File: src/rtl/fnd_pkg.sv
// fnd_pkg: shared constants and helpers for the 4-digit common-anode FND driver.
//   - Segment fonts for digits 0-9, ordered {dp,g,f,e,d,c,b,a}, active-low, dp off.
//   - Blank font and all-off select pattern used while in reset.
//   - Active-low one-hot select patterns for each digit index.
//   - Digit-index type plus lookup functions for font and select.
package fnd_pkg;

    typedef logic [1:0] digit_idx_t;

    localparam logic [7:0] FONT_0     = 8'hC0;
    localparam logic [7:0] FONT_1     = 8'hF9;
    localparam logic [7:0] FONT_2     = 8'hA4;
    localparam logic [7:0] FONT_3     = 8'hB0;
    localparam logic [7:0] FONT_4     = 8'h99;
    localparam logic [7:0] FONT_5     = 8'h92;
    localparam logic [7:0] FONT_6     = 8'h82;
    localparam logic [7:0] FONT_7     = 8'hF8;
    localparam logic [7:0] FONT_8     = 8'h80;
    localparam logic [7:0] FONT_9     = 8'h90;
    localparam logic [7:0] FONT_BLANK = 8'hFF;

    localparam logic [3:0] SEL_OFF = 4'b1111;
    localparam logic [3:0] SEL_D0  = 4'b1110;
    localparam logic [3:0] SEL_D1  = 4'b1101;
    localparam logic [3:0] SEL_D2  = 4'b1011;
    localparam logic [3:0] SEL_D3  = 4'b0111;

    // BCD nibbles above 9 cannot occur from the splitter; they map to blank.
    function automatic logic [7:0] font_of(input logic [3:0] digit);
        logic [7:0] font;
        case (digit)
            4'd0:    font = FONT_0;
            4'd1:    font = FONT_1;
            4'd2:    font = FONT_2;
            4'd3:    font = FONT_3;
            4'd4:    font = FONT_4;
            4'd5:    font = FONT_5;
            4'd6:    font = FONT_6;
            4'd7:    font = FONT_7;
            4'd8:    font = FONT_8;
            4'd9:    font = FONT_9;
            default: font = FONT_BLANK;
        endcase
        return font;
    endfunction

    function automatic logic [3:0] sel_of(input digit_idx_t idx);
        logic [3:0] sel;
        case (idx)
            2'd0:    sel = SEL_D0;
            2'd1:    sel = SEL_D1;
            2'd2:    sel = SEL_D2;
            2'd3:    sel = SEL_D3;
            default: sel = SEL_OFF;
        endcase
        return sel;
    endfunction

endpackage

File: src/rtl/fnd_digit_splitter.sv
// fnd_digit_splitter: combinational 14-bit binary to four BCD digits.
//   bin_i         : unsigned value 0..16383
//   ones_o..thou_o: decimal digits; values above 9999 keep only the lower four digits.
module fnd_digit_splitter (
    input  logic [13:0] bin_i,
    output logic [3:0]  ones_o,
    output logic [3:0]  tens_o,
    output logic [3:0]  hund_o,
    output logic [3:0]  thou_o
);

    // Constant divide/modulo; synthesis reduces these to fixed arithmetic.
    always_comb begin
        ones_o = 4'(bin_i % 14'd10);
        tens_o = 4'((bin_i / 14'd10) % 14'd10);
        hund_o = 4'((bin_i / 14'd100) % 14'd10);
        thou_o = 4'((bin_i / 14'd1000) % 14'd10);
    end

endmodule

File: src/rtl/top_time_watch.sv
// top_time_watch: time-multiplexed 4-digit common-anode FND driver.
//   sysclk      : system clock, rising edge
//   i_rst_n     : asynchronous reset, active-HIGH despite the name
//   i_fndData   : 14-bit value to display, sampled combinationally every cycle
//   o_fndSelect : active-low one-hot digit enable, bit 0 = ones digit (registered)
//   o_fndFont   : active-low segments {dp,g,f,e,d,c,b,a} (registered)
// Each digit is selected for SCAN_DIV cycles; the index advances on prescaler wrap
// and the registered outputs follow one cycle later.
module top_time_watch
    import fnd_pkg::*;
#(
    parameter int SCAN_DIV = 100_000
) (
    input  logic        sysclk,
    input  logic        i_rst_n,
    input  logic [13:0] i_fndData,
    output logic [3:0]  o_fndSelect,
    output logic [7:0]  o_fndFont
);

    localparam int CW = (SCAN_DIV > 2) ? $clog2(SCAN_DIV) : 1;
    localparam logic [CW-1:0] CNT_LAST = CW'(SCAN_DIV - 1);

    logic [CW-1:0] cnt_q, cnt_d;
    digit_idx_t    idx_q, idx_d;
    logic [3:0]    sel_q, sel_d;
    logic [7:0]    font_q, font_d;
    logic [3:0]    ones_s, tens_s, hund_s, thou_s;
    logic [3:0]    digit_s;

    fnd_digit_splitter u_splitter (
        .bin_i  (i_fndData),
        .ones_o (ones_s),
        .tens_o (tens_s),
        .hund_o (hund_s),
        .thou_o (thou_s)
    );

    // Next-state: prescaler, digit index, and select/font for the current index.
    always_comb begin
        cnt_d   = cnt_q;
        idx_d   = idx_q;
        digit_s = ones_s;
        if (cnt_q == CNT_LAST) begin
            cnt_d = {CW{1'b0}};
            idx_d = idx_q + 2'd1;
        end else begin
            cnt_d = cnt_q + CW'(1);
            idx_d = idx_q;
        end
        case (idx_q)
            2'd0:    digit_s = ones_s;
            2'd1:    digit_s = tens_s;
            2'd2:    digit_s = hund_s;
            2'd3:    digit_s = thou_s;
            default: digit_s = ones_s;
        endcase
        // Select and font are derived from the same index so they never disagree.
        sel_d  = sel_of(idx_q);
        font_d = font_of(digit_s);
    end

    // State and output registers; reset blanks the display immediately.
    always_ff @(posedge sysclk or posedge i_rst_n) begin
        if (i_rst_n) begin
            cnt_q  <= {CW{1'b0}};
            idx_q  <= 2'd0;
            sel_q  <= SEL_OFF;
            font_q <= FONT_BLANK;
        end else begin
            cnt_q  <= cnt_d;
            idx_q  <= idx_d;
            sel_q  <= sel_d;
            font_q <= font_d;
        end
    end

    assign o_fndSelect = sel_q;
    assign o_fndFont   = font_q;

endmodule

File: config.mk
export PLATFORM = sky130hd
export DESIGN_NAME = top_time_watch
export DESIGN_NICKNAME = d
export VERILOG_FILES = /design/src/rtl/fnd_pkg.sv /design/src/rtl/fnd_digit_splitter.sv /design/src/rtl/top_time_watch.sv
export SDC_FILE = /design/constraint.sdc
export NUM_CORES = 1
export LEC_CHECK = 0
export BUFFER_PORTS_ARGS = -buffer_cell sky130_fd_sc_hd__buf_2
export CAP_MARGIN = 5
export CORE_UTILIZATION = 45
export CTS_BUF_LIST = sky130_fd_sc_hd__clkbuf_8
export CTS_CLUSTER_SIZE = 28
export DETAILED_ROUTE_END_ITERATION = 8
export PLACE_DENSITY = 0.6
export SYNTH_ARGS = -nofsm -noshare
export SYNTH_HDL_FRONTEND = slang
export SYNTH_SLANG_ARGS = --single-unit
File: constraint.sdc
create_clock -name sysclk -period 20.8 [get_ports sysclk]
set_clock_uncertainty 0.15 [all_clocks]
set_input_delay 4.16 -clock sysclk [delete_from_list [all_inputs] [get_ports sysclk]]
set_output_delay 4.16 -clock sysclk [all_outputs]
set_load 0.005 [all_outputs]
## After elaboration in Yosys (flattened, before gate mapping)

Memories as Yosys holds them, arrays and structs flattened. A register that Yosys moved wholly into a read port is not among the register bits.
Cells that the tools add are included.
Widths: inputs -> output; s select.

| storage, ports and cells | value |
|---|---|
| flip-flop bits (word level) | 31 |
| bits in latches | 0 |
| RAM bits | 0 |
| memory bits (read-only) | 112 |
| input bits | 16 |
| output and inout port bits | 12 |
| word-level logic and storage cells | 22 |
| memories | 1 |

Memories:

| name | depth | bits a word | rd ports | clocked after Yosys merged registers in | write ports | line | RTL |
|---|---|---|---|---|---|---|---|
| (no name shown) | 16 | 7 | 1 | 1 | 0 | fnd_pkg.sv:31 | `case (digit)` |

| cells by class | value |
|---|---|
| add/subtract/negate cells | 2 |
| multiply operators | 0 |
| div/mod/pow operators | 7 |
| order comparisons | 0 |
| equal/unequal tests | 4 |
| shift operators | 0 |
| mux-type cells | 3 |
| bitwise gates (word level) | 0 |
| reduce and logical (&&, ||, !) cells | 1 |

Operators by type and width:

| kind | count |
|---|---|
| $mod 14x4->14 const B | 4 |
| $pmux 4 s4 | 2 |
| $add 17x1->17 const B | 1 |
| $eq 17x17->1 const B | 1 |
| $mux 17 | 1 |
| $div 14x10->14 const B | 1 |
| $div 14x4->14 const B | 1 |
| $div 14x7->14 const B | 1 |
| $eq 2x2->1 const B | 2 |
| $add 2x1->2 const B | 1 |
| $eq 2x1->1 const B | 1 |
| $logic_not 2->1 | 1 |

## Depth between registers and ports, before layout

Gate-level depths: netlist of run 1.

| depth | value |
|---|---|
| word-level depth | 3 |
| gate-level depth with buffers | 118 |
| depth with buffers taken out | 115 |

## Modules after synthesis

From an unflattened synthesis of run 1, not the netlist that was laid out.

| unflattened totals | value |
|---|---|
| cell total of the unflattened synthesis | 781 |
| area total of the unflattened synthesis | 5794.3 um^2 |

Modules (own cells, without submodules):

| module | instances | cells each | area each (um^2) | seq. area each (um^2) |
|---|---|---|---|---|
| fnd_digit_splitter | 1 | 648 | 4341.7 | 0.0 |
| top_time_watch | 1 | 133 | 1452.6 | 764.5 |

## Worst setup path after synthesis of run 1

No wires, ideal clock.

| path | value |
|---|---|
| path type | input port to flip-flop |
| start | input i_fndData[13] |
| end | register font_q[4] (netlist: o_fndFont[4]) |
| library setup time | 0.086 ns |
| data arrival time | 25.350 ns |
| data required time | 20.564 ns |
| slack | -4.786 ns |
| stages | 105 |
| buffers on the path | 5 |
| path through | clkbuf_1 > ha_1 > and4bb_1 > a2bb2oi_2 > ha_1 > nor4b_1 > nor2_1 > o21ba_2 > ha_1 > o211a_1 > nor3_1 > o221ai_1 > nand2_1 > ha_1 > o211ai_1 > nand2_1 > o21ai_0 > a21oi_2 > [69 not listed] > o21ai_0 > ha_1 > a21o_1 > a21o_1 > a2111oi_0 > nor2_1 > a21oi_1 > nand3_1 > a21oi_1 > nor2_2 > a211oi_1 > a21oi_1 > inv_1 > ha_1 > a21oi_1 > o21ai_0 > o41ai_1 > o41a_1 |

| between the ends | value |
|---|---|
| cells in the longest elaborated chain, start to end | 3 |
| elaborated cells between the ends (all ways) | 8 |
| those cells by class | 7 x div; 1 x mux |

Ends and longest elaborated chain:

| element | line | RTL |
|---|---|---|
| from (decl) | top_time_watch.sv:16 | `input logic [13:0] i_fndData,` |
| $div 14x10->14 (tied with other cells) | fnd_digit_splitter.sv:17 | `thou_o = 4'((bin_i / 14'd1000) % 14'd10);` |
| $mod 14x4->14, on equally long branches | fnd_digit_splitter.sv:17, fnd_digit_splitter.sv:15, fnd_digit_splitter.sv:16 |  |
| $pmux 4 s4 (*) | top_time_watch.sv:51 | `case (idx_q)` |
| to (decl) | top_time_watch.sv:27 | `logic [7:0] font_q, font_d;` |

Every way passes the cells marked *; elsewhere a longest branch is shown, timed or not.
A chain may end at the register's enable or synchronous reset.

## Worst setup path after layout of run 1

Ends and elaborated chain as after synthesis.

==> flow_summary.toml, run 1 <==
[drt]
firstDrtPassIters = 5
drc_errors = 0
routed_via_density = 5.88
drt-initial-drc-count = 590
routedWlPerCell_um = 17.2
final_antenna_net_count = 0
via_count = 9431
drt_wl_total_um = 27500

[yosys]
synth.net_count = 1074
ys_seq_area_share_pct = 10.6
syn_area_per_cell_um2 = 7.43
synth_cells = 971
ys_async_sr_fraction_pct = 100
yosysMostFrequentCell = "nor2_1"
syn_area_um2 = 7210
synth_common_cells = "nor2_1 (106), ha_1 (87), nand2_1 (87)"
ys_ff_latch = 30
yosys.area.top_type = "ha_1"
synth_top_area_share_pct = 15.1
yosys.cell_types.count = 107
synth_flop_cell = "dfrtp_1"
synth_edf_count = 0
synth_area_leaders = "ha_1 (15%), dfrtp_1 (6.6%), nor2_1 (5.5%)"
ys_warn_count = 0

[place]
dp_hpwl_um = 18500
port_buffers = 26
gp_congestion = 0.906

[die]
dieArea_um2 = 16500
die_h_um = 129
row_count = 45
io_pins = 28
die_width_um = 129
coreArea_um2 = 15400
start_util_pct = 46.8

[setup_path]
path_class = "input port to register"
path_max_fanout = 7
critPathSlowestCell = "or4b_4"
cp-end-kind = "register"
cp_common_cell = "a21oi_2"
slowest_delay_ps = 490
required_ps = 20850
cp.arrival_ps = 24070
critPathLaunchType = "input port"

[timing]
period_share_pct = 116
min_period_ps = 24030
relSlewSlack_pct = 23.7
hold_violations = 0
worst_pin_slew_ps = 1140
fmax_mhz = 41.6
rsz0062_at_grt = "yes"
setup_slack_ps = -3230
slew_violations = 0
setup_viol = 7

[min_path]
worstHoldPathType = "register to register"

[layout]
syn2layout_area_growth_pct = 63.8
final_util_pct = 76.6
antenna_cells = 0
drive_above_1_share_pct = 47.5
nets = 1494

[cts]
cts_made_buffers = 5
cts_tree = "done"
cts_buffer_depth = 2
cts_sinks = 30
clk_pin_slew_ps = 60
htree_levels = 2
cts_root_buf = "clkbuf_8"
clkLatencyLatePin_ps = 280

[status]
violations = "negative setup slack"
outcome = "finished with violations"

[global_route]
grt_pass1_wl_um = 42300
grtUsageMet1_pct = 40.1
met2_usage_pct = 55.2
gr-total-overflow = 0
grt_usage_pct = 31.3
top_usage_layer = "met2"
antenna_found_initial = 0
grt_util_met3_pct = 3.74
grt_pass1_vias = 8967
grt_max_degree = 31

[run]
drv_cap = 0
==> final timing paths <==
check / startpoint / to / slack (ps) / depth (start not counted)
worst max-delay path: i_fndData[13] / o_fndFont[4]$_DFF_PP1_ / -3230 / 110
worst min-delay path: cnt_q[0]$_DFF_PP0_ / cnt_q[0]$_DFF_PP0_ / 330 / 1
worst max register to register: idx_q[0]$_DFFE_PP0N_ / o_fndFont[4]$_DFF_PP1_ / -360 / 113
worst min register to register: cnt_q[0]$_DFF_PP0_ / cnt_q[0]$_DFF_PP0_ / 330 / 1
max in group asynchronous: i_rst_n / idx_q[1]$_DFFE_PP0N_ / 15820 / 2
min in group asynchronous: i_rst_n / cnt_q[11]$_DFF_PP0_ / 4010 / 2
==> worst max-delay path: cells and delay by family <==
kind | cells | cell delay, ps
adder cells (fa/ha/maj) | 14 | 3830
AO/OA/AOI/OAI | 52 | 9340
buffers and inverters | 8 | 1060
multiplexers | 4 | 900
XOR/XNOR | 1 | 250
AND/OR/NAND/NOR | 31 | 4500
==> what timing repair did <==
item / 4_1_cts / 5_1_grt
endpoints found under the setup margin: 7 / 7
setup buffers: 79 / 33
pin swaps: 92 / 60
hold endpoints to repair: 0 / 0
resized for setup: 98 / 50
hold buffers: 0 / 0
gates cloned: 1 / 0
==> layout by cell type (no fill, tap or decap), types with 7 or more instances in the layout <==
cell | synthesis | routed
a21oi_1 | 65 | 35
a21o_1 | 21 | 21
ha_1 | 87 | 63
nand4_1 | 19 | 19
buf_6 | 1 | 13
dfrtp_1 | 19 | 19
dfstp_2 | 11 | 11
buf_2 | 3 | 25
nor2b_1 | 9 | 7
a21oi_2 | 4 | 29
and2_1 | 13 | 11
nand2b_1 | 16 | 15
a211o_1 | 9 | 9
o211ai_1 | 11 | 11
or3_1 | 19 | 17
nor2_2 | 2 | 7
xnor2_1 | 36 | 33
a31oi_1 | 11 | 9
ha_4 | 0 | 22
nand3_1 | 27 | 23
o21ai_2 | 3 | 11
o21ai_1 | 6 | 9
o21a_1 | 26 | 25
nand2_1 | 87 | 82
nor2_4 | 1 | 9
nor3_1 | 37 | 32
xor2_1 | 22 | 22
and3_1 | 8 | 8
mux2i_1 | 21 | 15
inv_1 | 37 | 34
mux2_2 | 13 | 11
o21ai_0 | 49 | 34
buf_4 | 1 | 396
nor2_1 | 106 | 94
==> flip-flops by register name, summed over array words and instances (netlist names) <==
signal and count:
cnt_q 17, o_fndSelect 4, idx_q 2, o_fndFont 7
==> stage by stage <==
| stage | TNS [ps] | setup slack [ps] | cell area, um2 | hold WS, ps | instances |
|---|---|---|---|---|---|
| floorplan | -21750 | -3300 | 7570 | 297 | 971 |
| global placement | -22640 | -3310 | 10100 | 321 | 1485 |
| detailed placement | -24890 | -3720 | 10100 | 328 | 1485 |
| CTS | -17060 | -2530 | 11300 | 337 | 1573 |
| global route | -28050 | -4060 | 11800 | 368 | 1603 |
| finish | -22250 | -3230 | 11800 | 330 | 1603 |
==> area by class of cell <==
cell class | instances | area (um2)
Clock inverter | 2 | 12.5
Fill cell | 1155 | 3610
Multi-Input combinational cell | 876 | 7240
Tap cell | 211 | 264
Inverter | 41 | 156
Clock buffer | 6 | 82.6
Timing Repair Buffer | 437 | 3300
Sequential cell | 30 | 764
==> cells by family after synthesis <==
group,share of synthesized area (%)
and+or+nand+nor,26.0
muxes,5.93
buffers and inverters,3.64
xor gates and xnor gates,7.04
DFF,10.6
adders and majority gates,15.2
AOI/OAI and AO/OA,31.5
other,0.0520
==> routing by layer <==
layer / part of all wire (%) / wire length, um
met3: 5.4 / 1480
met2: 49 / 13500
met1: 43 / 11700
met4: 3.0 / 832
met5: 0 / 0
Power of run 1 is left out: the tool's default activity adds up to more than one toggle a clock period on the data nets, which glitch-free logic cannot reach.
==> run 2, diff against run 1 <==
ABC_AREA = 1   (was default)
PLACE_DENSITY = 0.61   (was 0.6)
==> flow_summary.toml, run 2 <==
[setup_path]
rrSetupSlack_ps = 2350
critPathLaunchType = "input port"
path_class = "input port to register"
r2r_end = "o_fndFont[3]$_DFF_PP1_"
critPathSlowestCell = "ha_1"
cp-end-kind = "register"
path_max_fanout = 6
r2r_start = "idx_q[1]$_DFFE_PP0N_"
crit_buf_inv = 22
r2r_cells = 142
cp_common_cell = "nand2_2"
cp_top_family = "simple AND/OR/NAND/NOR gates"
cp.arrival_ps = 20730
required_ps = 20860
slowest_delay_ps = 350

[min_path]
worstHoldPathType = "register to register"
worstHoldEndpoint = "cnt_q[0]$_DFF_PP0_"
holdPathStages = 1
min_from = "cnt_q[0]$_DFF_PP0_"

[cts]
clk_pin_slew_ps = 70
clkLatencyLatePin_ps = 280
cts_hold_buffers = 0
cts_made_buffers = 5
cts_tree = "done"
htree_levels = 2
cts_root_buf = "clkbuf_8"
cts_sinks = 30
cts_buffer_depth = 2

[yosys]
synthMuxAreaShare_pct = 0
synth_xor_area_share_pct = 7.11
synth_edf_count = 0
syn_area_per_cell_um2 = 6.46
synth_top_area_share_pct = 16.1
ys_async_sr_fraction_pct = 100
ys_warn_count = 0
ys_ff_latch = 30
synthSimpleGateAreaFrac_pct = 41.3
ys_seq_area_share_pct = 11.3
synth_cells = 1045
synth_compound_area_share_pct = 12.7
yosys.cell_types.count = 58
yosys.area.top_type = "ha_1"
yosysMostFrequentCell = "nand2_1"
synth_top_family_by_area = "simple AND/OR/NAND/NOR gates"
synth.net_count = 1148
synth_fa_ha_area_share_pct = 16.1
synth_common_cells = "nand2_1 (225), inv_1 (159), ha_1 (87)"
syn_area_um2 = 6760
synth_flop_cell = "dfrtp_1"
synth_area_leaders = "ha_1 (16%), nand2_1 (13%), inv_1 (8.8%)"

[die]
start_util_pct = 46.3
coreArea_um2 = 14600
io_pins = 28
die_h_um = 125
dieArea_um2 = 15500
row_count = 44
die_width_um = 125

[global_route]
grt_pass1_vias = 6726
grt_max_degree = 31
grt_pass1_wl_um = 29200
grt_usage_pct = 21.9
antenna_found_initial = 0
gr-total-overflow = 0

[place]
dp.cells = 1450
dp_hpwl_um = 13800
dpl_cell_area_um2 = 8640
gp_congestion = 0.840
port_buffers = 26

[drt]
drt-initial-drc-count = 260
routed_via_density = 4.97
drc_errors = 0
firstDrtPassIters = 5
routedWlPerCell_um = 12.8
drt_wl_total_um = 19400
final_antenna_net_count = 0
via_count = 7500

[layout]
largest_reg_flops = 17
regMostFlops = "cnt_q"
fin_area_um2 = 10300
syn2layout_area_growth_pct = 52.8
drive_above_1_share_pct = 46.2
layout_commonest_cell = "buf_4"
antenna_cells = 0
most-common-layout-cells = "buf_4 (249), nand2_1 (183), inv_1 (141), nand2_2 (64), ha_1 (61)"
fin_cells = 1510
nets = 1428

[timing]
fmax_mhz = 48.4
slew_violations = 0
setup_viol = 0
rsz0062_at_grt = "yes"
min_period_ps = 20660
relSlewSlack_pct = 25.9
worst_pin_slew_ps = 1110
worst_hold_slack_ps = 310
period_share_pct = 99.3
hold_violations = 0
setup_tns_ps = 0

[status]
outcome = "finished, final reports clean"

[run]
drv_cap = 0
[run 2: cell types whose count changed after synthesis, sizes merged, moves of 16 or more]
cell and change:
nand2b -16, nand3 +63, a21o -20, nor2 -29, or3 -18, nand2 +203, inv +132, mux2i -23
a21oi -19, o21ai +17, nor3 -27, o21a -25
[run 2: cell families (layout without fill, tap and decap cells)]
logic type / after synthesis / after routing
AO/OA/AOI/OAI: 148 / 148
XOR/XNOR: 54 / 54
adder cells (fa/ha/maj): 87 / 87
buffers and inverters: 194 / 474
flip-flops: 30 / 30
other: 1 / 1
AND/OR/NAND/NOR: 531 / 532
[run 2: routing by layer]
layer / track usage (%) / vias to the layer above / part of all wire (%)
met3: 1.63 / 22 / 2.5
met5: 0 / - / 0
li1: - / 3949 / -
met1: 28.4 / 3431 / 44
met2: 40.0 / 98 / 53
met4: 3.33 / 0 / 1.1
[run 2: worst max path at each step]
stage / endpoint / startpoint / depth (start not counted)
global placement: o_fndFont[3]$_DFF_PP1_ / i_fndData[13] / 133
floorplan: o_fndFont[3]$_DFF_PP1_ / i_fndData[13] / 140
CTS: o_fndFont[3]$_DFF_PP1_ / i_fndData[13] / 147
detailed placement: o_fndFont[3]$_DFF_PP1_ / i_fndData[13] / 139
finish: o_fndFont[3]$_DFF_PP1_ / i_fndData[13] / 140
global route: o_fndFont[3]$_DFF_PP1_ / i_fndData[13] / 141
[run 2: repair_timing]
action                                  in CTS  in global routing
pin swaps                                   10                155
buffers inserted                             3                 48
cloned                                       0                  2
resized for setup                           33                231
endpoints found under the setup margin       7                  7
hold endpoints to repair                     0                  0
[run 2: layout make-up]
cell class	instances	area (um2)
Tap cell	184	230
Clock buffer	5	68.8
Multi-Input combinational cell	822	6310
Timing Repair Buffer	290	2220
Clock inverter	3	45.0
Inverter	176	692
Sequential cell	30	764
Fill cell	1156	4260
[run 2: stage by stage]
stage	setup slack [ps]	utilization, %
final	137	70.8
after global routing	-1240	70.8
after CTS	13.2	60.7
after detailed placement	-838	59.2
after global placement	-411	59.2
after floorplan	12.0	-
Power of run 2 is left out for the same reason.
==> run 3, diff against run 2 <==
REMOVE_ABC_BUFFERS = 1   (was default)
==> flow_summary.toml, run 3 (synthesized netlist as in run 2, its figures left out) <==
[setup_path]
crit_buf_inv = 23
cp_top_family = "simple AND/OR/NAND/NOR gates"
cp.arrival_ps = 20270
critPathLaunchType = "input port"
critPathSlowestCell = "ha_1"
cp_common_cell = "nand2_1"
cp-end-kind = "register"
required_ps = 20850
slowest_delay_ps = 310
path_class = "input port to register"
rrSetupSlack_ps = 2900
path_max_fanout = 7

[run]
drv_cap = 0

[cts]
clk_pin_slew_ps = 60
htree_levels = 2
cts_sinks = 30
cts_made_buffers = 5
clkLatencyLatePin_ps = 280
cts_hold_buffers = 0
cts_root_buf = "clkbuf_8"
cts_tree = "done"
cts_buffer_depth = 2

[drt]
routedWlPerCell_um = 12.1
firstDrtPassIters = 5
via_count = 7462
drt-initial-drc-count = 252
routed_via_density = 4.91
drc_errors = 0
drt_wl_total_um = 18400
final_antenna_net_count = 0

[timing]
min_period_ps = 20220
period_share_pct = 97.2
setup_viol = 0
fmax_mhz = 49.5
hold_violations = 0
rsz0062_at_grt = "yes"
relSlewSlack_pct = 26.4
slew_violations = 0
worst_pin_slew_ps = 1100

[global_route]
gr-total-overflow = 0
grt_usage_pct = 21.8
grt_max_degree = 31
antenna_found_initial = 0
grt_pass1_vias = 6782
grt_pass1_wl_um = 29200

[place]
gp_congestion = 0.858
dp_hpwl_um = 13700
port_buffers = 26

[die]
dieArea_um2 = 15500
coreArea_um2 = 14600
die_width_um = 125
row_count = 44
io_pins = 28
die_h_um = 125
start_util_pct = 46.3

[layout]
layout_commonest_cell = "buf_4"
nFillCells = 1187
regMostFlops = "cnt_q"
drive_above_1_share_pct = 45.7
largest_reg_flops = 17
nets = 1438
antenna_cells = 0
most-common-layout-cells = "buf_4 (265), nand2_1 (184), inv_1 (148), nand2_2 (64), ha_1 (64)"
syn2layout_area_growth_pct = 50.7
final_util_pct = 69.8

[status]
outcome = "finished, final reports clean"

[min_path]
worstHoldPathType = "register to register"
## run 3: changes by cell type in the layout (fill, tap and decap cells not counted), sizes merged
cell / delta
clkinvlp: -3
inv: +3
clkinv: +1
bufinv: -1
buf: +10
## run 3: final cells by class
cell class	instances	area [um2]	share of cell area, %
inverter	176	686	6.74
sequential	30	764	7.51
clock buffer	6	82.6	0.811
timing repair inverter	1	6.26	0.0615
tap	184	230	2.26
clock inverter	2	8.76	0.0861
multi-input combinational	822	6180	60.7
timing repair buffer	299	2220	21.8
## run 3: routing by layer
metal,global-route usage (%),up-vias,part of all wire [%]
li1,-,3980,-
met1,28.8,3385,46
met2,39.8,75,51
met3,1.29,22,2.0
met4,2.06,0,1.5
met5,0,-,0
## run 3: path summary, 6_finish.rpt
path / start / endpoint / depth (start not counted)
worst max-delay path: i_fndData[13] / o_fndFont[3]$_DFF_PP1_ / 138
worst min-delay path: cnt_q[0]$_DFF_PP0_ / cnt_q[0]$_DFF_PP0_ / 1
worst max register to register: idx_q[1]$_DFFE_PP0N_ / o_fndFont[3]$_DFF_PP1_ / 140
worst min register to register: cnt_q[0]$_DFF_PP0_ / cnt_q[0]$_DFF_PP0_ / 1
max in group asynchronous: i_rst_n / cnt_q[0]$_DFF_PP0_ / 2
min in group asynchronous: i_rst_n / cnt_q[16]$_DFF_PP0_ / 2
## run 3: what timing repair did
item                       CTS  global route
pin swaps                    9           144
setup buffers                3            46
setup endpoints to repair    7             7
gates resized for setup     35           212
gates cloned                 0             2
## run 3: through the flow
| stage | instance area [um2] | hold WS (ps) | setup slack, ps | std cells | TNS (ps) |
|---|---|---|---|---|---|
| floorplan | 6660 | 283 | 63.8 | 1027 | 0 |
| global placement | 8700 | 303 | -594 | 1461 | -3750 |
| detailed placement | 8700 | 316 | -1070 | 1461 | -7020 |
| CTS | 8880 | 324 | 12.4 | 1472 | 0 |
| global route | 10200 | 341 | -708 | 1520 | -4300 |
| finish | 10200 | 317 | 581 | 1520 | 0 |
Power of run 3 is left out for the same reason.
